<file path="src/rtl/pipe_ctrl_pkg.sv">
`default_nettype none
// ============================================================================
// Module      : pipe_ctrl_pkg
// Description : Shared types and constants for the pipeline sequencing
//               controller: FSM state encoding, ResultSrc encodings, the x0
//               register index and the load-use hazard helper.
// Revision    : 1.0 - initial release
// ============================================================================
package pipe_ctrl_pkg;

    typedef enum logic [1:0] {
        RUN      = 2'd0,
        MEM_WAIT = 2'd1,
        HALT     = 2'd2
    } pipe_state_t;

    localparam logic [1:0] RESULT_ALU = 2'b00;
    localparam logic [1:0] RESULT_MEM = 2'b01;
    localparam logic [1:0] RESULT_PC4 = 2'b10;

    localparam logic [4:0] REG_X0 = 5'd0;

    // A load in Execute whose destination feeds a Decode source operand.
    // x0 is hard-wired to zero, so it never creates a dependency.
    function automatic logic loadUseHazard(
        input logic [1:0] resultSrcE,
        input logic [4:0] rdE,
        input logic [4:0] rs1D,
        input logic [4:0] rs2D
    );
        return (resultSrcE == RESULT_MEM) && (rdE != REG_X0) &&
               ((rdE == rs1D) || (rdE == rs2D));
    endfunction

endpackage
`default_nettype wire

</file>
<file path="src/rtl/pipe_ctrl_if.sv">
`default_nettype none
// ============================================================================
// Module      : pipe_ctrl_if
// Description : Hazard inputs and stall/flush outputs of the pipeline
//               sequencing controller.
//   master : datapath side - drives hazard sources, receives stall/flush
//   slave  : controller side - receives hazard sources, drives stall/flush
//   Signals: Rs1D, Rs2D, RdE, ResultSrcE, PCSrcE, MemReqM, MemReadyM (to ctrl)
//            StallF/D/E/M, FlushD/E/W, MemErr                    (from ctrl)
// Revision    : 1.0 - initial release
// ============================================================================
interface pipe_ctrl_if;
    logic [4:0] Rs1D;
    logic [4:0] Rs2D;
    logic [4:0] RdE;
    logic [1:0] ResultSrcE;
    logic       PCSrcE;
    logic       MemReqM;
    logic       MemReadyM;
    logic       StallF;
    logic       StallD;
    logic       StallE;
    logic       StallM;
    logic       FlushD;
    logic       FlushE;
    logic       FlushW;
    logic       MemErr;

    modport master (
        output Rs1D, Rs2D, RdE, ResultSrcE, PCSrcE, MemReqM, MemReadyM,
        input  StallF, StallD, StallE, StallM, FlushD, FlushE, FlushW, MemErr
    );

    modport slave (
        input  Rs1D, Rs2D, RdE, ResultSrcE, PCSrcE, MemReqM, MemReadyM,
        output StallF, StallD, StallE, StallM, FlushD, FlushE, FlushW, MemErr
    );
endinterface
`default_nettype wire

</file>
<file path="src/rtl/mem_wait_timer.sv">
`default_nettype none
// ============================================================================
// Module      : mem_wait_timer
// Description : Counts consecutive data-memory wait cycles. Synchronous clear
//               has priority over enable; the count saturates at all-ones.
//               o_timeout flags that the count has reached MEM_TIMEOUT.
//   clk, rst  : clock, synchronous active-high reset
//   i_clr     : clear the count to zero
//   i_en      : increment the count
//   o_timeout : count == MEM_TIMEOUT
// Revision    : 1.0 - initial release
// ============================================================================
module mem_wait_timer #(
    parameter int MEM_TIMEOUT = 16,
    localparam int WAIT_W     = $clog2(MEM_TIMEOUT + 1)
) (
    input  logic clk,
    input  logic rst,
    input  logic i_clr,
    input  logic i_en,
    output logic o_timeout
);
    logic [WAIT_W-1:0] r_waitCnt;

    always_ff @(posedge clk) begin
        if (rst || i_clr) begin
            r_waitCnt <= '0;
        end else if (i_en && (r_waitCnt != '1)) begin
            r_waitCnt <= r_waitCnt + 1'b1;
        end
    end

    assign o_timeout = (r_waitCnt == WAIT_W'(MEM_TIMEOUT));
endmodule
`default_nettype wire

</file>
<file path="src/rtl/pipe_ctrl.sv">
`default_nettype none
// ============================================================================
// Module      : pipe_ctrl
// Description : Pipeline sequencing controller for the 5-stage RV32I core.
//               Produces per-stage stall/flush from load-use hazards, taken
//               branches resolved in Execute and data-memory wait states,
//               with a sticky memory-timeout error that halts the pipeline.
//   clk, rst : core clock, synchronous active-high reset
//   pif      : pipe_ctrl_if.slave (hazard sources in, stall/flush out)
//   StallCnt, FlushCnt : performance counters (PIPE_CTRL_PERF_EN only)
// Optional    : define PIPE_CTRL_PERF_EN to add the performance counters.
// Revision    : 1.0 - initial release
// ============================================================================
module pipe_ctrl
    import pipe_ctrl_pkg::*;
#(
    parameter int MEM_TIMEOUT = 16,
    parameter int CNT_WIDTH   = 32
) (
    input  logic                 clk,
    input  logic                 rst,
    pipe_ctrl_if.slave           pif
`ifdef PIPE_CTRL_PERF_EN
    ,
    output logic [CNT_WIDTH-1:0] StallCnt,
    output logic [CNT_WIDTH-1:0] FlushCnt
`endif
);
    pipe_state_t r_state;
    logic        r_memErr;

    logic w_lwStall;
    logic w_memStall;
    logic w_timeout;
    logic w_timerEn;
    logic w_timerClr;
    logic w_stallF, w_stallD, w_stallE, w_stallM;
    logic w_flushD, w_flushE, w_flushW;

    assign w_lwStall  = loadUseHazard(pif.ResultSrcE, pif.RdE, pif.Rs1D, pif.Rs2D);
    assign w_memStall = pif.MemReqM && !pif.MemReadyM;

    // The first wait cycle is counted while still in RUN, so the count
    // equals the number of wait cycles already spent.
    assign w_timerEn  = ((r_state == RUN) && w_memStall) ||
                        ((r_state == MEM_WAIT) && !pif.MemReadyM);
    assign w_timerClr = (r_state == MEM_WAIT) && pif.MemReadyM;

    mem_wait_timer #(
        .MEM_TIMEOUT (MEM_TIMEOUT)
    ) u_memWaitTimer (
        .clk       (clk),
        .rst       (rst),
        .i_clr     (w_timerClr),
        .i_en      (w_timerEn),
        .o_timeout (w_timeout)
    );

    // Output decode. Memory stalls freeze F..M and bubble W; otherwise a
    // taken branch squashes D and E and overrides any load-use stall.
    always_comb begin
        w_stallF = 1'b0;
        w_stallD = 1'b0;
        w_stallE = 1'b0;
        w_stallM = 1'b0;
        w_flushD = 1'b0;
        w_flushE = 1'b0;
        w_flushW = 1'b0;
        if (rst) begin
            w_flushD = 1'b1;
            w_flushE = 1'b1;
            w_flushW = 1'b1;
        end else if ((r_state == HALT) ||
                     ((r_state == RUN) && w_memStall) ||
                     ((r_state == MEM_WAIT) && !pif.MemReadyM)) begin
            w_stallF = 1'b1;
            w_stallD = 1'b1;
            w_stallE = 1'b1;
            w_stallM = 1'b1;
            w_flushW = 1'b1;
        end else if (pif.PCSrcE) begin
            w_flushD = 1'b1;
            w_flushE = 1'b1;
        end else if (w_lwStall) begin
            w_stallF = 1'b1;
            w_stallD = 1'b1;
            w_flushE = 1'b1;
        end
    end

    always_ff @(posedge clk) begin
        if (rst) begin
            r_state  <= RUN;
            r_memErr <= 1'b0;
        end else begin
            case (r_state)
                RUN: begin
                    if (w_memStall) begin
                        r_state <= MEM_WAIT;
                    end
                end
                MEM_WAIT: begin
                    if (pif.MemReadyM) begin
                        r_state <= RUN;
                    end else if (w_timeout) begin
                        r_state  <= HALT;
                        r_memErr <= 1'b1;
                    end
                end
                HALT: begin
                    r_state <= HALT;
                end
                default: begin
                    r_state <= HALT;
                end
            endcase
        end
    end

    assign pif.StallF = w_stallF;
    assign pif.StallD = w_stallD;
    assign pif.StallE = w_stallE;
    assign pif.StallM = w_stallM;
    assign pif.FlushD = w_flushD;
    assign pif.FlushE = w_flushE;
    assign pif.FlushW = w_flushW;
    assign pif.MemErr = r_memErr;

`ifdef PIPE_CTRL_PERF_EN
    logic [CNT_WIDTH-1:0] r_stallCnt;
    logic [CNT_WIDTH-1:0] r_flushCnt;

    always_ff @(posedge clk) begin
        if (rst) begin
            r_stallCnt <= '0;
            r_flushCnt <= '0;
        end else begin
            if (w_stallF && (r_state != HALT) && (r_stallCnt != '1)) begin
                r_stallCnt <= r_stallCnt + 1'b1;
            end
            if ((w_flushD || w_flushE) && (r_flushCnt != '1)) begin
                r_flushCnt <= r_flushCnt + 1'b1;
            end
        end
    end

    assign StallCnt = r_stallCnt;
    assign FlushCnt = r_flushCnt;
`endif
endmodule
`default_nettype wire

</file>
<file path="src/flat_wrapper.sv">
// flat-port wrapper written by rule: the top's interface ports become plain ports
module pipe_ctrl_flat import pipe_ctrl_pkg::*;
#(
    parameter int MEM_TIMEOUT = 16,
    parameter int CNT_WIDTH   = 32
)
  (clk, rst, pif_Rs1D, pif_Rs2D, pif_RdE, pif_ResultSrcE, pif_PCSrcE, pif_MemReqM, pif_MemReadyM, pif_StallF, pif_StallD, pif_StallE, pif_StallM, pif_FlushD, pif_FlushE, pif_FlushW, pif_MemErr);
  pipe_ctrl_if pif_i ();
  input  logic clk;
  input  logic rst;
  input wire logic [$bits(pif_i.Rs1D)-1:0] pif_Rs1D;
  input wire logic [$bits(pif_i.Rs2D)-1:0] pif_Rs2D;
  input wire logic [$bits(pif_i.RdE)-1:0] pif_RdE;
  input wire logic [$bits(pif_i.ResultSrcE)-1:0] pif_ResultSrcE;
  input wire logic [$bits(pif_i.PCSrcE)-1:0] pif_PCSrcE;
  input wire logic [$bits(pif_i.MemReqM)-1:0] pif_MemReqM;
  input wire logic [$bits(pif_i.MemReadyM)-1:0] pif_MemReadyM;
  output wire logic [$bits(pif_i.StallF)-1:0] pif_StallF;
  output wire logic [$bits(pif_i.StallD)-1:0] pif_StallD;
  output wire logic [$bits(pif_i.StallE)-1:0] pif_StallE;
  output wire logic [$bits(pif_i.StallM)-1:0] pif_StallM;
  output wire logic [$bits(pif_i.FlushD)-1:0] pif_FlushD;
  output wire logic [$bits(pif_i.FlushE)-1:0] pif_FlushE;
  output wire logic [$bits(pif_i.FlushW)-1:0] pif_FlushW;
  output wire logic [$bits(pif_i.MemErr)-1:0] pif_MemErr;
  assign pif_i.Rs1D = pif_Rs1D;
  assign pif_i.Rs2D = pif_Rs2D;
  assign pif_i.RdE = pif_RdE;
  assign pif_i.ResultSrcE = pif_ResultSrcE;
  assign pif_i.PCSrcE = pif_PCSrcE;
  assign pif_i.MemReqM = pif_MemReqM;
  assign pif_i.MemReadyM = pif_MemReadyM;
  assign pif_StallF = pif_i.StallF;
  assign pif_StallD = pif_i.StallD;
  assign pif_StallE = pif_i.StallE;
  assign pif_StallM = pif_i.StallM;
  assign pif_FlushD = pif_i.FlushD;
  assign pif_FlushE = pif_i.FlushE;
  assign pif_FlushW = pif_i.FlushW;
  assign pif_MemErr = pif_i.MemErr;
  pipe_ctrl #(.MEM_TIMEOUT(MEM_TIMEOUT), .CNT_WIDTH(CNT_WIDTH)) u_core (.clk(clk), .rst(rst), .pif(pif_i));
endmodule
</file>
<file path="config.mk">
export PLATFORM = sky130hd
export DESIGN_NAME = pipe_ctrl_flat
export DESIGN_NICKNAME = d
export VERILOG_FILES = /design/src/rtl/pipe_ctrl_pkg.sv /design/src/rtl/pipe_ctrl_if.sv /design/src/rtl/mem_wait_timer.sv /design/src/rtl/pipe_ctrl.sv /design/src/flat_wrapper.sv
export SDC_FILE = /design/constraint.sdc
export NUM_CORES = 1
export LEC_CHECK = 0
export BUFFER_PORTS_ARGS = -buffer_cell sky130_fd_sc_hd__buf_2
export CAP_MARGIN = 5
export CORE_ASPECT_RATIO = 1.1
export CORE_MARGIN = 10
export CORE_UTILIZATION = 25
export CTS_BUF_LIST = sky130_fd_sc_hd__clkbuf_4
export CTS_CLUSTER_SIZE = 8
export DETAILED_ROUTE_END_ITERATION = 8
export GPL_TIMING_DRIVEN = 0
export HOLD_SLACK_MARGIN = 0.05
export SYNTH_ARGS = -nofsm -noshare
export SYNTH_HDL_FRONTEND = slang
export SYNTH_HIERARCHICAL = 1
export SYNTH_SLANG_ARGS = --single-unit
</file>
<file path="constraint.sdc">
create_clock -name clk -period 1.65 [get_ports clk]
set_input_delay 0.33 -clock clk [delete_from_list [all_inputs] [get_ports clk]]
set_output_delay 0.33 -clock clk [all_outputs]
set_load 0.02 [all_outputs]
</file>
# ---- Yosys cells after proc, flatten, opt, wreduce, memory -nomap -nowiden
# Cells that the tools add are included.
dict set report totals {
  register_bits 8
  in_bits 22
  out_inout_bits 8
  word_cells 48
}
dict set report op_classes {
  addsub 1
  eq_ne 9
  n_mux 17
  bitwise_logic 1
  n_reduce_logical 17
}
# op count
set ops {}
lappend ops {{2-to-1 mux 1 bit} 13}
lappend ops {{equality test 5 bit} 2}
lappend ops {{logical AND 1 bit} 7}
lappend ops {{2-to-1 mux 2 bit} 3}
lappend ops {{adder 5 x 1 -> 5 bit, second input constant} 1}
lappend ops {{equality test 5 bit, second input constant} 1}
lappend ops {{logical OR 1 bit} 5}
lappend ops {{!= test 5 bit, second input constant} 1}
lappend ops {{nonzero test 5 bit} 1}
lappend ops {{equality test 2 x 1 -> 1 bit, second input constant} 2}
lappend ops {{one-hot mux 2 bit (2 select lines)} 1}
lappend ops {{!= test 3 bit, second input constant} 1}
lappend ops {{AND reduction 3 bit} 1}
lappend ops {{equality test 2 bit, second input constant} 1}
lappend ops {{zero test 2 bit} 1}
lappend ops {{!= test 2 x 1 -> 1 bit, second input constant} 1}
lappend ops {{AND reduction 2 bit} 1}
lappend ops {{zero test 1 bit} 1}
lappend ops {{inverter 1 bit} 1}

# ---- Longest topological paths before layout
dict set report depth {
  ltp_word 7
  mapped_depth 6
  depth_no_buf 6
}

# ---- Cells and area by module
# The synthesis kept the hierarchy.
# mod n_inst cells_each area_each_um2 seq_area_each_um2
set by_module_without_submodules {}
lappend by_module_without_submodules {pipe_ctrl 1 46 339.1 60.1}
lappend by_module_without_submodules {mem_wait_timer 1 30 269.0 100.1}

# ---- Least setup slack after synthesis
# OpenSTA, ideal clock, no wires.
dict set report synth_path {
  path_kind {in2out}
  from {input port pif_RdE[1]}
  to {output port pif_StallF}
  arrival_time_ns 1.438
  required_ns 1.320
  setup_slack_ns -0.118
  cell_stages 4
  path_cell_list {or4_4 o2111ai_1 o22ai_1 buf_4}
}
dict set report synth_between {
  elab_chain_cells 7
  elab_cells_between_ends 10
  classes_between {2 x eq/ne; 4 x mux; 4 x reduce/logical}
}
# element line
set synth_lines {}
lappend synth_lines {{start, declared} flat_wrapper.sv:13} ;# input wire logic [$bits(pif_i.RdE)-1:0] pif_RdE;
lappend synth_lines {{equality test 5 bit / nonzero test 5 bit (equally long branches)} {pipe_ctrl_pkg.sv:32, pipe_ctrl_pkg.sv:31}}
lappend synth_lines {{logical OR 1 bit / logical AND 1 bit (equally long branches)} {pipe_ctrl_pkg.sv:32, pipe_ctrl_pkg.sv:31}}
lappend synth_lines {{logical AND 1 bit *} pipe_ctrl_pkg.sv:31} ;# return (resultSrcE == RESULT_MEM) && (rdE != REG_X0) &&
lappend synth_lines {{2-to-1 mux 1 bit * (4 in series)} -}
lappend synth_lines {{end, declared} flat_wrapper.sv:18} ;# output wire logic [$bits(pif_i.StallF)-1:0] pif_StallF;
# Mark *: on every way between the ends. The rest lies on a longest branch, timed or not.

# ---- Worst setup path after layout
dict set report layout_path {
  from {input port pif_RdE[4]}
  to {output port pif_StallF}
}
dict set report layout_between {
  elab_chain_cells 7
  elab_cells_between_ends 10
  classes_between {2 x eq/ne; 4 x mux; 4 x reduce/logical}
}
# element line
set layout_lines {}
lappend layout_lines {{equality test 5 bit / nonzero test 5 bit (equally long branches)} {pipe_ctrl_pkg.sv:32, pipe_ctrl_pkg.sv:31}}
lappend layout_lines {{logical OR 1 bit / logical AND 1 bit (equally long branches)} {pipe_ctrl_pkg.sv:32, pipe_ctrl_pkg.sv:31}}
lappend layout_lines {{logical AND 1 bit *} pipe_ctrl_pkg.sv:31}
lappend layout_lines {{2-to-1 mux 1 bit *} pipe_ctrl.sv:84} ;# end else if (w_lwStall) begin
lappend layout_lines {{2-to-1 mux 1 bit *} pipe_ctrl.sv:81} ;# end else if (pif.PCSrcE) begin
lappend layout_lines {{2-to-1 mux 1 bit *} pipe_ctrl.sv:73} ;# end else if ((r_state == HALT) ||
lappend layout_lines {{2-to-1 mux 1 bit *} pipe_ctrl.sv:69} ;# if (rst) begin
# Marked as above.

==> metrics <==
outcome finished with violations; failing checks negative setup slack; CTS tree built; Synth cell types 32; VDD IR max between 0.4 and 0.5 mV; Starting DRT DRC Count 29; synthesized instance count 76; antenna violations before repair 0; H-tree levels 1; CP top delay family simple AND/OR/NAND/NOR gates; overall power between 0.5 and 0.6 mW; sequential group share of total power 39.0%; R2R Setup Slk ~0.08 ns; skew final around 0.0044 ns; WL final ~1900 um; DRC Markers 0; switching pwr about 0.15 mW; placed cells between 100 and 150; dpl ws -0.293 ns; fin util a little over two fifths; P&R area growth vs syn 58.0%; number of flops mapped to enable cells by yosys 0; synthesized cell area 608 um^2; DIE AREA a little under 5000 um^2; vias in the first global route about 680; nets@finish 140; crit-path max cell delay between 0.5 and 0.6 ns; Slew Limit Fails 0; IO Count 30; top cell type by total area after synthesis dfxtp_1; Finished Layout Cells approximately 140; GRT Util Overall roughly 8%; grt ovf 0; Post-Syn Nets about 100; combinational share of power 33.1%; period utilization 115%; Core Box Area approximately 2300 um^2; GPL Wtd Cong approximately 0.8; Crit-path slowest cell or4_4; dominant cells by area after synthesis dfxtp_1 (26%), xor2_1 (16%), nor2_1 (6.8%); Top FF cell, synth dfxtp_1; Pint about 0.37 mW; worst setup margin -0.241 ns; Final TNS setup -0.707 ns; PD cells 543 nW/um^2; DR WL/cell approximately 14 um; Crit. End Element output pin; Fin. Hold Viols 0; fmax 529 MHz; syn_area_per_cell roughly 8.0 um^2; largest net degree at the start of global routing 9; number of cells on the critical path 6; Num CTS Buffers 3; Post-DP HPWL about 1400 um; Worst-Margin Slew 0.540 ns; first drt pass iteration count 4; Crit Path Class input pin to output pin; Switching Fraction 29.4%; HP Class input pin to register; arrival time at the worst endpoint 1.56 ns; leakage 0.428 nW; post-route cell area between 900 and 1000 um^2; Die Y 71.7 um; Clk Latency, worst-skew pair about 0.25 ns; initial core utilization between 20% and 30%; CP Launch Type input pin; Setup-failing EPs final 5; clock share of power about 28%; dpl cell area a little over 800 um^2; Die W between 60 and 70 um; worst-path maximum fanout 2; Critical path buffers and inverters 3; DR vias 666; ant diodes 0; Vias/cell 4.66; top-area cell type share of the netlist area 26.3%; port bufs 29; Row Count 18; #FFs+latches synth 8; global-route wire length before repair 3060 um; post-synthesis async set-or-reset flop share 0%; Tmin final approximately 1.9 ns; CTS root buf clkbuf_4; CTS clk-pin slew, worst paths around 0.050 ns; crit-path cells buf_8, or4_4, o2111ai_4, o22ai_4, buf_6, buf_6; post-route ant nets 0; max_cap viols 0; Critical Path RT between 1 and 1.5 ns; Rel. slew slack a little under two thirds; Worst path most repeated cell buf_6; Worst Reg-to-Reg Cells 6; Yosys warnings 6; post-synthesis sequential area ratio between 20% and 30%; Max Root-Sink Buffers 2; hold_ws roughly 0.32 ns; # clock sinks 8; layout cells sized above 1 approximately 44%; cts hold-fix bufs 0; Post-synth top cells nor2_1 (11), xor2_1 (11), dfxtp_1 (8); Hold Crit Depth 2; RSZ-0062 raised after global routing true
-- placed cells by master (no fill, tap or decap), types with 3 or more instances in the layout --
cell type / n
a21oi_1: 3
buf_2: 21
buf_4: 6
buf_6: 8
clkbuf_4: 3
dfxtp_1: 5
ha_1: 3
inv_1: 5
nand2_1: 5
nor2_1: 9
nor3_1: 3
xor2_1: 11
-- cells by family after synthesis --
kind of cell	after synthesis	share of synthesized area [%]
buffers and inverters	8	6.17
AOI/OAI and AO/OA	13	14.4
DFF	8	26.3
and+or+nand+nor	31	28.0
adders and majority gates	3	6.17
muxes	1	1.65
xor gates and xnor gates	12	17.3
-- sequential cells by signal (all words and copies together) (netlist names) --
| name | cells |
|---|---|
| u_core/pif.MemErr | 1 |
| u_core/r_state | 2 |
| u_core/u_memWaitTimer/r_waitCnt | 5 |
-- power groups by stage --
stage,clock network (mW),registers [mW],logic [mW]
2_1_floorplan,0,0.207,0.0829
3_3_place_gp,0,0.208,0.137
3_5_place_dp,0,0.208,0.140
4_1_cts,0.156,0.203,0.169
5_1_grt,0.163,0.204,0.187
6_report,0.145,0.204,0.173
-- area by class of cell --
| class | instances | area (um^2) |
|---|---|---|
| sequential | 8 | 166 |
| inverter | 5 | 18.8 |
| multi-input combinational | 60 | 457 |
| buffer | 3 | 26.3 |
| clock buffer | 3 | 22.5 |
| fill | 223 | 1310 |
| timing repair buffer | 34 | 233 |
| tap | 30 | 37.5 |
-- worst paths after layout --
check	to	start
min reg2reg	u_core/pif.MemErr$_SDFFE_PP0P_	u_core/pif.MemErr$_SDFFE_PP0P_
max	pif_StallF	pif_RdE[4]
max reg2reg	u_core/u_memWaitTimer/r_waitCnt[3]$_SDFFE_PP0P_	u_core/u_memWaitTimer/r_waitCnt[0]$_SDFFE_PP0P_
min	u_core/r_state[0]$_SDFFE_PP0P_	pif_MemReadyM
-- layer usage --
| metal | vias up | track usage (%) | share of wire (%) |
|---|---|---|---|
| met5 | - | 0 | 0 |
| met4 | 0 | 2.05 | 0 |
| met3 | 0 | 3.58 | 13 |
| met2 | 35 | 13.4 | 44 |
| met1 | 298 | 8.25 | 43 |
| li1 | 333 | - | - |
-- timing repair --
| item | 4_1_cts | 5_1_grt |
|---|---|---|
| buffers inserted | 5 | 0 |
| cloned | 0 | 0 |
| setup endpoints to repair | 8 | 8 |
| resized for setup | 24 | 1 |
| pin swaps | 5 | 4 |
No activity file was read; power rests on OpenSTA's default activity.
